**config.mk**
```make
export PLATFORM = sky130hd
export DESIGN_NAME = uart_rx_frame_ctrl
export DESIGN_NICKNAME = d
export VERILOG_FILES = /design/src/rtl/uart_pkg.sv /design/src/rtl/uart_rx_sync.sv /design/src/rtl/uart_rx_frame_ctrl.sv
export SDC_FILE = /design/constraint.sdc
export NUM_CORES = 1
export LEC_CHECK = 0
export ABC_CLOCK_PERIOD_IN_PS = 2530
export CAP_MARGIN = 20
export CORE_MARGIN = 8
export CORE_UTILIZATION = 59
export DETAILED_ROUTE_END_ITERATION = 10
export HOLD_SLACK_MARGIN = 0.12
export PLACE_DENSITY = 0.83
export SLEW_MARGIN = 15
export SYNTH_ARGS = -nofsm -noshare
export SYNTH_HDL_FRONTEND = slang
export SYNTH_SLANG_ARGS = --single-unit
```
**constraint.sdc**
```tcl
create_clock -name clk -period 2.53 [get_ports clk]
set_input_delay 0.506 -clock clk [delete_from_list [all_inputs] [get_ports clk]]
set_output_delay 0.506 -clock clk [all_outputs]
set_load 0.05 [all_outputs]
```
**src/rtl/uart_pkg.sv**
```systemverilog
// uart_pkg: shared receiver state encoding, parity modes and parity helper
package uart_pkg;
  typedef enum logic [2:0] {IDLE = 3'd0, START = 3'd1, DATA = 3'd2, PARITY = 3'd3, STOP = 3'd4} state_t;
  localparam int PARITY_NONE = 0;
  localparam int PARITY_EVEN = 1;
  localparam int PARITY_ODD = 2;
  function automatic logic parity_bit(input logic [8:0] d, input int mode);
    return (mode == PARITY_ODD) ? ~^d : ^d;
  endfunction
endpackage

```
**src/rtl/uart_rx_sync.sv**
```systemverilog
// uart_rx_sync: 2-flop RX synchroniser (idle high) with per-tick falling-edge detect
module uart_rx_sync (
  input  logic clk,
  input  logic reset,
  input  logic i_Baud_Tick,
  input  logic i_Rx_Data,
  output logic rx_s,
  output logic fall
);
  logic meta, prev_s;
  // synchronise the line every clk; remember the previous tick's sample
  always_ff @(posedge clk) begin
    if (reset) begin
      meta   <= 1'b1;
      rx_s   <= 1'b1;
      prev_s <= 1'b1;
    end else begin
      meta   <= i_Rx_Data;
      rx_s   <= meta;
      if (i_Baud_Tick) prev_s <= rx_s;
    end
  end
  assign fall = prev_s & ~rx_s;
endmodule

```
**src/rtl/uart_rx_frame_ctrl.sv**
```systemverilog
// uart_rx_frame_ctrl: parametrised UART receiver; define UART_RX_MAJORITY_EN for 2-of-3 sampling
module uart_rx_frame_ctrl
  import uart_pkg::*;
#(
  parameter int OVERSAMPLE  = 16,
  parameter int DATA_BITS   = 8,
  parameter int PARITY_MODE = 0,
  parameter int STOP_BITS   = 1
) (
  input  logic                 clk,
  input  logic                 reset,
  input  logic                 i_Baud_Tick,
  input  logic                 i_Rx_Data,
  input  logic                 i_Rx_Ready,
  output logic                 o_Rx_Valid,
  output logic [DATA_BITS-1:0] o_Rx_Byte,
  output logic                 o_Parity_Err,
  output logic                 o_Frame_Err,
  output logic                 o_Overrun_Err,
  output logic                 o_Busy
);
  localparam int TW = $clog2(OVERSAMPLE);
  localparam int BW = $clog2(DATA_BITS + 1);
  localparam logic [TW-1:0] T_HALF = TW'(OVERSAMPLE / 2 - 1);
  localparam logic [TW-1:0] T_FULL = TW'(OVERSAMPLE - 1);
  localparam logic [BW-1:0] B_LAST = BW'(DATA_BITS - 1);
  localparam logic [BW-1:0] S_LAST = BW'(STOP_BITS - 1);

  state_t state, state_n;
  logic rx_s, fall, nom, fire, smp, perr, ferr, done, accept;
  logic [TW-1:0] tick_cnt;
  logic [BW-1:0] bit_cnt;
  logic [DATA_BITS-1:0] data;

  uart_rx_sync u_sync (
    .clk        (clk),
    .reset      (reset),
    .i_Baud_Tick(i_Baud_Tick),
    .i_Rx_Data  (i_Rx_Data),
    .rx_s       (rx_s),
    .fall       (fall)
  );

  assign nom = i_Baud_Tick && (state == START ? tick_cnt == T_HALF :
               (state == DATA || state == PARITY || state == STOP) && tick_cnt == T_FULL);

`ifdef UART_RX_MAJORITY_EN
  logic pend;
  logic [1:0] hist;
  // keep the last two tick samples and resolve the bit one tick after the nominal point
  always_ff @(posedge clk) begin
    if (reset) begin
      pend <= 1'b0;
      hist <= 2'b11;
    end else if (i_Baud_Tick) begin
      pend <= nom;
      hist <= {hist[0], rx_s};
    end
  end
  assign fire = i_Baud_Tick & pend;
  assign smp  = (hist[1] & hist[0]) | (hist[1] & rx_s) | (hist[0] & rx_s);
`else
  assign fire = nom;
  assign smp  = rx_s;
`endif

  // next-state decode; state changes only when a sample is resolved
  always_comb begin
    state_n = state;
    case (state)
      IDLE:    state_n = (i_Baud_Tick && fall) ? START : IDLE;
      START:   state_n = fire ? (smp ? IDLE : DATA) : START;
      DATA:    state_n = (fire && bit_cnt == B_LAST) ? (PARITY_MODE != PARITY_NONE ? PARITY : STOP) : DATA;
      PARITY:  state_n = fire ? STOP : PARITY;
      STOP:    state_n = (fire && bit_cnt == S_LAST) ? IDLE : STOP;
      default: state_n = IDLE;
    endcase
  end

  // state register, bit timing counters and frame assembly
  always_ff @(posedge clk) begin
    if (reset) begin
      state    <= IDLE;
      tick_cnt <= '0;
      bit_cnt  <= '0;
      data     <= '0;
      perr     <= 1'b0;
      ferr     <= 1'b0;
      done     <= 1'b0;
    end else begin
      state <= state_n;
      done  <= state == STOP && state_n == IDLE;
      if (i_Baud_Tick) tick_cnt <= (state == IDLE || nom) ? '0 : tick_cnt + 1'b1;
      if (fire) bit_cnt <= (state_n != state) ? '0 : bit_cnt + 1'b1;
      if (fire && state == START) begin
        perr <= 1'b0;
        ferr <= 1'b0;
      end
      if (fire && state == DATA) data <= {smp, data[DATA_BITS-1:1]};
      if (fire && state == PARITY) perr <= smp != parity_bit(9'(data), PARITY_MODE);
      if (fire && state == STOP) ferr <= ferr | ~smp;
    end
  end

  assign accept = o_Rx_Valid & i_Rx_Ready;
  assign o_Busy = state != IDLE;

  // output holding register with valid/ready handshake and sticky overrun
  always_ff @(posedge clk) begin
    if (reset) begin
      o_Rx_Valid    <= 1'b0;
      o_Rx_Byte     <= '0;
      o_Parity_Err  <= 1'b0;
      o_Frame_Err   <= 1'b0;
      o_Overrun_Err <= 1'b0;
    end else begin
      if (done && (!o_Rx_Valid || accept)) begin
        o_Rx_Byte    <= data;
        o_Parity_Err <= perr;
        o_Frame_Err  <= ferr;
      end
      o_Rx_Valid    <= done | (o_Rx_Valid & ~accept);
      o_Overrun_Err <= ~accept & (o_Overrun_Err | (done & o_Rx_Valid));
    end
  end
endmodule

```
* Yosys cells after proc, flatten, opt, wreduce, memory -nomap -nowiden
Index checks and enable logic that the tools add are counted.
** Word-level totals
- Bits in registers :: 37
- Input bits :: 5
- Logic and storage cells :: 72
- Output and inout port bits :: 13
** Operators by class
- Equal/unequal tests :: 9
- $add $sub $neg :: 2
- Mux-type cells :: 13
- Reduce and logical (&&, ||, !) cells :: 23
- Bitwise operators :: 10
** Operators with widths (number)
- $pmux W3 S5 :: 1
- $logic_and A1 B1 Y1 :: 11
- $mux W3 :: 3
- $reduce_xor A9 Y1 :: 1
- $add A4 B1 Y4 const B :: 2
- $eq A4 B3 Y1 const B :: 2
- $mux W4 :: 2
- $eq A3 B2 Y1 const B :: 2
- $logic_not A3 Y1 :: 2
- $and A1 B1 Y1 :: 5
- $mux W1 :: 5
- $eq A4 B4 Y1 const B :: 1
- $logic_not A4 Y1 :: 1
- $logic_or A1 B1 Y1 :: 4
- $mux W2 :: 2
- $reduce_bool A2 Y1 :: 2
- $eq A3 B1 Y1 const B :: 1
- $eq A3 B3 Y1 const B :: 1
- $ne A3 B3 Y1 :: 1
- $or A1 B1 Y1 :: 3
- $reduce_bool A3 Y1 :: 1
- $not A1 Y1 :: 2
- $logic_not A1 Y1 :: 1
- $ne A1 B1 Y1 :: 1

* Logic depth before layout (Yosys ltp)
- Depth after elaboration :: 11
- Gate-level depth with buffers :: 7
- Mapped depth without buffers :: 7

* By module
Synthesis repeated with hierarchy kept, for this count alone.
** Unflattened totals
- Cell total of the unflattened synthesis :: 182
- Area, all modules :: 1699.1 um2
** By module, submodules not included
- uart_rx_frame_ctrl :: area an instance 1605.3 um2, times used 1, seq. area each 680.7 um2, cells an instance 174
- uart_rx_sync :: area an instance 93.8 um2, times used 1, seq. area each 60.1 um2, cells an instance 8

* Least setup slack after synthesis
OpenSTA, ideal clock, no wires.
- Path kind :: reg-to-reg
- From :: reg bit_cnt[0]
- To :: reg bit_cnt[2]
- Required time :: 2460 ps
- Setup time :: 70 ps
- Period minus slack after synthesis :: 1673 ps
- Buffers on the path :: 0
- Data arrival time :: 1604 ps
- Path slack :: 857 ps
- Cell stages (with the launch flop) :: 7
- Path through :: dfxtp_1 -> inv_1 -> ha_1 -> nor3b_1 -> o31a_1 -> or4b_1 -> a21oi_1
** Between the ends
- Word-level cells in the longest chain between the ends :: 6
- Elaborated cells on any way between the ends :: 10
- Classes of those cells :: add/sub: 1; eq/ne: 2; mux: 4; reduce/logical: 3
** RTL lines
- start, declared :: RTL line uart_rx_frame_ctrl.sv:32 : logic [BW-1:0] bit_cnt;
- start signal, assigned :: RTL line uart_rx_frame_ctrl.sv:94 : if (fire) bit_cnt <= (state_n != state) ? '0 : bit_cnt + 1'b1;
- $eq A4 B3 Y1 / $logic_not A4 Y1 (equally long branches) :: RTL line uart_rx_frame_ctrl.sv:73, uart_rx_frame_ctrl.sv:75
- $logic_and A1 B1 Y1, on equally long branches :: RTL line uart_rx_frame_ctrl.sv:73, uart_rx_frame_ctrl.sv:75
- $mux W3, on equally long branches :: RTL line uart_rx_frame_ctrl.sv:73, uart_rx_frame_ctrl.sv:75
- $pmux W3 S5 :: RTL line uart_rx_frame_ctrl.sv:70 : case (state)
- $ne A3 B3 Y1 :: RTL line uart_rx_frame_ctrl.sv:94
- $mux W4 (*) :: RTL line uart_rx_frame_ctrl.sv:94
Every way passes the cells marked *; elsewhere a longest branch is shown, timed or not.
A chain may end at the register's enable or synchronous reset.

* Worst setup path in the final report
- From :: reg state[2]
- To :: out o_Busy
** Between the ends
- Word-level cells in the longest chain between the ends :: 1
** RTL lines
- start, declared :: RTL line uart_rx_frame_ctrl.sv:29 : state_t state, state_n;
- start signal, assigned :: RTL line uart_rx_frame_ctrl.sv:91 : state <= state_n;
- $reduce_bool A3 Y1 :: RTL line uart_rx_frame_ctrl.sv:106 : assign o_Busy = state != IDLE;
- end, declared :: RTL line uart_rx_frame_ctrl.sv:20 : output logic o_Busy
No other way between the ends.

==> flow_metrics.py <==
metrics = {
    "run_status": {
        "status": "complete, no violations",
    },
    "floorplanning": {
        "boundaryPins": 18,
        "initial_core_util": 0.617,
        "rows": 19,
        "fp.coreArea_um2": 2730,
        "fp.dieW_um": 69.5,
        "die_area_um2": 4830,
        "chipHeight_um": 69.5,
    },
    "synth": {
        "synth.net_count": 191,
        "synth.distinct_cells": 44,
        "netlist.area_leader.share": 0.439,
        "ys_seq_area_frac": 0.439,
        "ys_ff_latch": 37,
        "synthArstFlopShare": 0,
        "dominantRegCellSynth": "dfxtp_1",
        "synth.most_common_cell": "dfxtp_1",
        "synth_area_leaders": "dfxtp_1 (44%), mux2i_1 (11%), nor2_1 (5.3%), a21oi_1 (3.6%), xnor2_1 (3.1%)",
        "synthCells": 183,
        "ys_top_cells_by_count": "dfxtp_1 (37), nor2_1 (24), mux2i_1 (18)",
        "postSynthAreaPerCell_um2": 9.22,
        "netlist_area_um2": 1690,
        "synth_top_area_cell": "dfxtp_1",
        "synth_edf_count": 0,
        "ys_warn_count": 0,
    },
    "setup_path": {
        "max_stage_delay_ns": 0.46,
        "rr_worst_depth": 5,
        "cp-end-kind": "output pin",
        "cpMaxStageDelayCell": "dfxtp_1",
        "cp_data_required_time_ns": 2.02,
        "timing.critical_path.max_delay_family": "flip-flops",
        "r2r_end": "tick_cnt[2]",
        "cp.buffers_inverters": 2,
        "worstSetupStartpointType": "flop",
        "path_max_fanout": 13,
        "timing.rr.start": "state[2]",
        "r2r_slack_ns": 0.59,
        "path_cells": "nor3_1, inv_1, buf_4",
        "worst_ep_arrival_time_ns": 1.60,
        "critical_path_class": "reg -> out",
    },
    "sta": {
        "final_critical_path_setup_slack_ns": 0.427,
        "worst_hold_slack_ns": 0.425,
        "finalCritPeriodShare": 0.831,
        "relSlewSlack": 0.633,
        "fin_tns_setup_ns": 0,
        "fin_crit_ns": 2.10,
        "hold_viol": 0,
        "setup_viol": 0,
        "slew_violations": 0,
        "rsz0062_at_grt": "false",
        "fmax_mhz": 476,
        "fin_skew_ns": 0.00646,
        "tightest_slew_ns": 0.548,
    },
    "layout": {
        "final_cells": 234,
        "nNetsFinal": 210,
        "area_growth_pct": 16.7,
        "post-route-util": 0.720,
        "drive_gt1_frac": 0.108,
        "num_antenna_cells": 0,
    },
    "clock_tree": {
        "clk_latency_ns": 0.35,
        "cts.sinks": 37,
        "cts_tree": "yes",
        "cts_setup_buffers": 0,
        "cts_made_buffers": 5,
        "clockBufferDepth": 2,
        "cts_resized": 0,
        "hold_buffers": 0,
        "path_clk_slew_ns": 0.11,
        "cts-htree-levels": 2,
        "cts-root-buf": "clkbuf_4",
    },
    "placed_design": {
        "globalplace.congestion": 0.956,
        "numPortBuffers": 17,
        "placedCellCount": 226,
        "post-place-ws_ns": 0.335,
        "dp_hpwl_um": 2560,
    },
    "drt": {
        "first_pass_iters": 4,
        "wl_per_cell_um": 15.0,
        "drt_iter0_markers": 74,
        "ant_nets": 0,
        "vias": 1366,
        "route.met2.wl_um": 1730,
        "wl_met1_um": 1480,
        "postRouteWirelength_um": 3520,
        "highest_layer": "met4",
        "drcViolationCount": 0,
        "met3_length_um": 215,
        "viasPerCell": 5.84,
    },
    "global_routing": {
        "antenna_found_initial": 0,
        "grt_remaining_overflow": 0,
        "first_global_vias": 1362,
        "grt_pass1_wl_um": 6120,
        "grt_max_degree": 23,
        "grt_usage": 0.153,
    },
    "power": {
        "leakagePower_nw": 0.763,
        "vdd_drop_max_v": 0.000565,
        "cellPowerDensity_nw_per_um2": 542,
    },
    "worst_hold_path": {
        "min_to": "u_sync.rx_s",
        "hold_start": "u_sync.meta",
        "worst_hold_path_type": "reg -> reg",
        "whs_path_depth": 1,
    },
    "job": {
        "max_cap_violations": 0,
    },
}
placed cells by master, fill, tap and decap left out, drive strengths merged, types with 6 or more instances in the layout:
cell type      synthesis  layout
nand2                 11      11
dfxtp                 37      37
xnor2                  6       6
a21oi                 13      13
inv                    6       6
mux2i                 18      18
clkdlybuf4s50          0      16
nor2                  25      25
clkbuf                 6       6
kinds of logic (layout without fill, tap and decap cells):
family                   Yosys count  count (layout)  synth area share
multiplexers                      18              18             0.107
adder cells (fa/ha/maj)            3               3            0.0223
XOR/XNOR                           9               9            0.0467
AO/OA/AOI/OAI                     34              34             0.135
AND/OR/NAND/NOR                   67              67             0.211
buffers and inverters             15              35            0.0393
flip-flops                        37              37             0.439
worst max-delay path by stage:
stage | start | endpoint | depth (start not counted)
3_5_place_dp | i_Baud_Tick | bit_cnt[2] | 6
4_1_cts | o_Rx_Valid | o_Rx_Valid | 1
6_report | state[2] | o_Busy | 3
2_1_floorplan | bit_cnt[0] | bit_cnt[2] | 6
5_1_grt | state[2] | o_Busy | 3
3_3_place_gp | i_Baud_Tick | bit_cnt[2] | 6
per-stage QoR:
step / instance area [um^2] / power, mW
floorplan: 1690 / 0.626
global placement: 1880 / 0.640
detailed placement: 1880 / 0.642
CTS: 1970 / 1.07
global route: 1970 / 1.10
finish: 1970 / 1.07
sequential cells by signal, indices dropped and copies added, names as in the netlist:
| signal | cells |
|---|---|
| tick_cnt | 4 |
| o_Parity_Err | 1 |
| o_Rx_Byte | 8 |
| ferr | 1 |
| perr | 1 |
| o_Rx_Valid | 1 |
| o_Overrun_Err | 1 |
| u_sync.rx_s | 1 |
| data | 8 |
| done | 1 |
| bit_cnt | 4 |
| u_sync.prev_s | 1 |
| u_sync.meta | 1 |
| state | 3 |
| o_Frame_Err | 1 |
metal layers:
| metal | global-route usage | vias up |
|---|---|---|
| met5 | 0 | - |
| met4 | 0.0729 | 0 |
| met3 | 0.0730 | 9 |
| met2 | 0.260 | 38 |
| met1 | 0.155 | 643 |
| li1 | - | 676 |
power breakdown:
group          internal [mW]  switching, mW  leakage (nW)
clock network          0.235          0.204        0.0445
registers              0.585        0.00393         0.299
logic                 0.0175         0.0216         0.420
total                  0.838          0.229         0.763
worst register-to-register path, stage by stage, from the launching register on:
cell	delay (ns)
dfxtp_1	0.61
nor2_2	0.15
a22oi_2	0.30
nor2_1	0.18
or4_1	0.51
a21oi_1	0.13
area by class of cell:
class,instances,area (um^2)
Timing Repair Buffer,21,198
Clock buffer,6,51.3
Clock inverter,2,37.5
Inverter,6,22.5
Sequential cell,37,741
Multi-Input combinational cell,131,880
Fill cell,192,766
Tap cell,31,38.8
No activity file was read; power rests on OpenSTA's default activity.
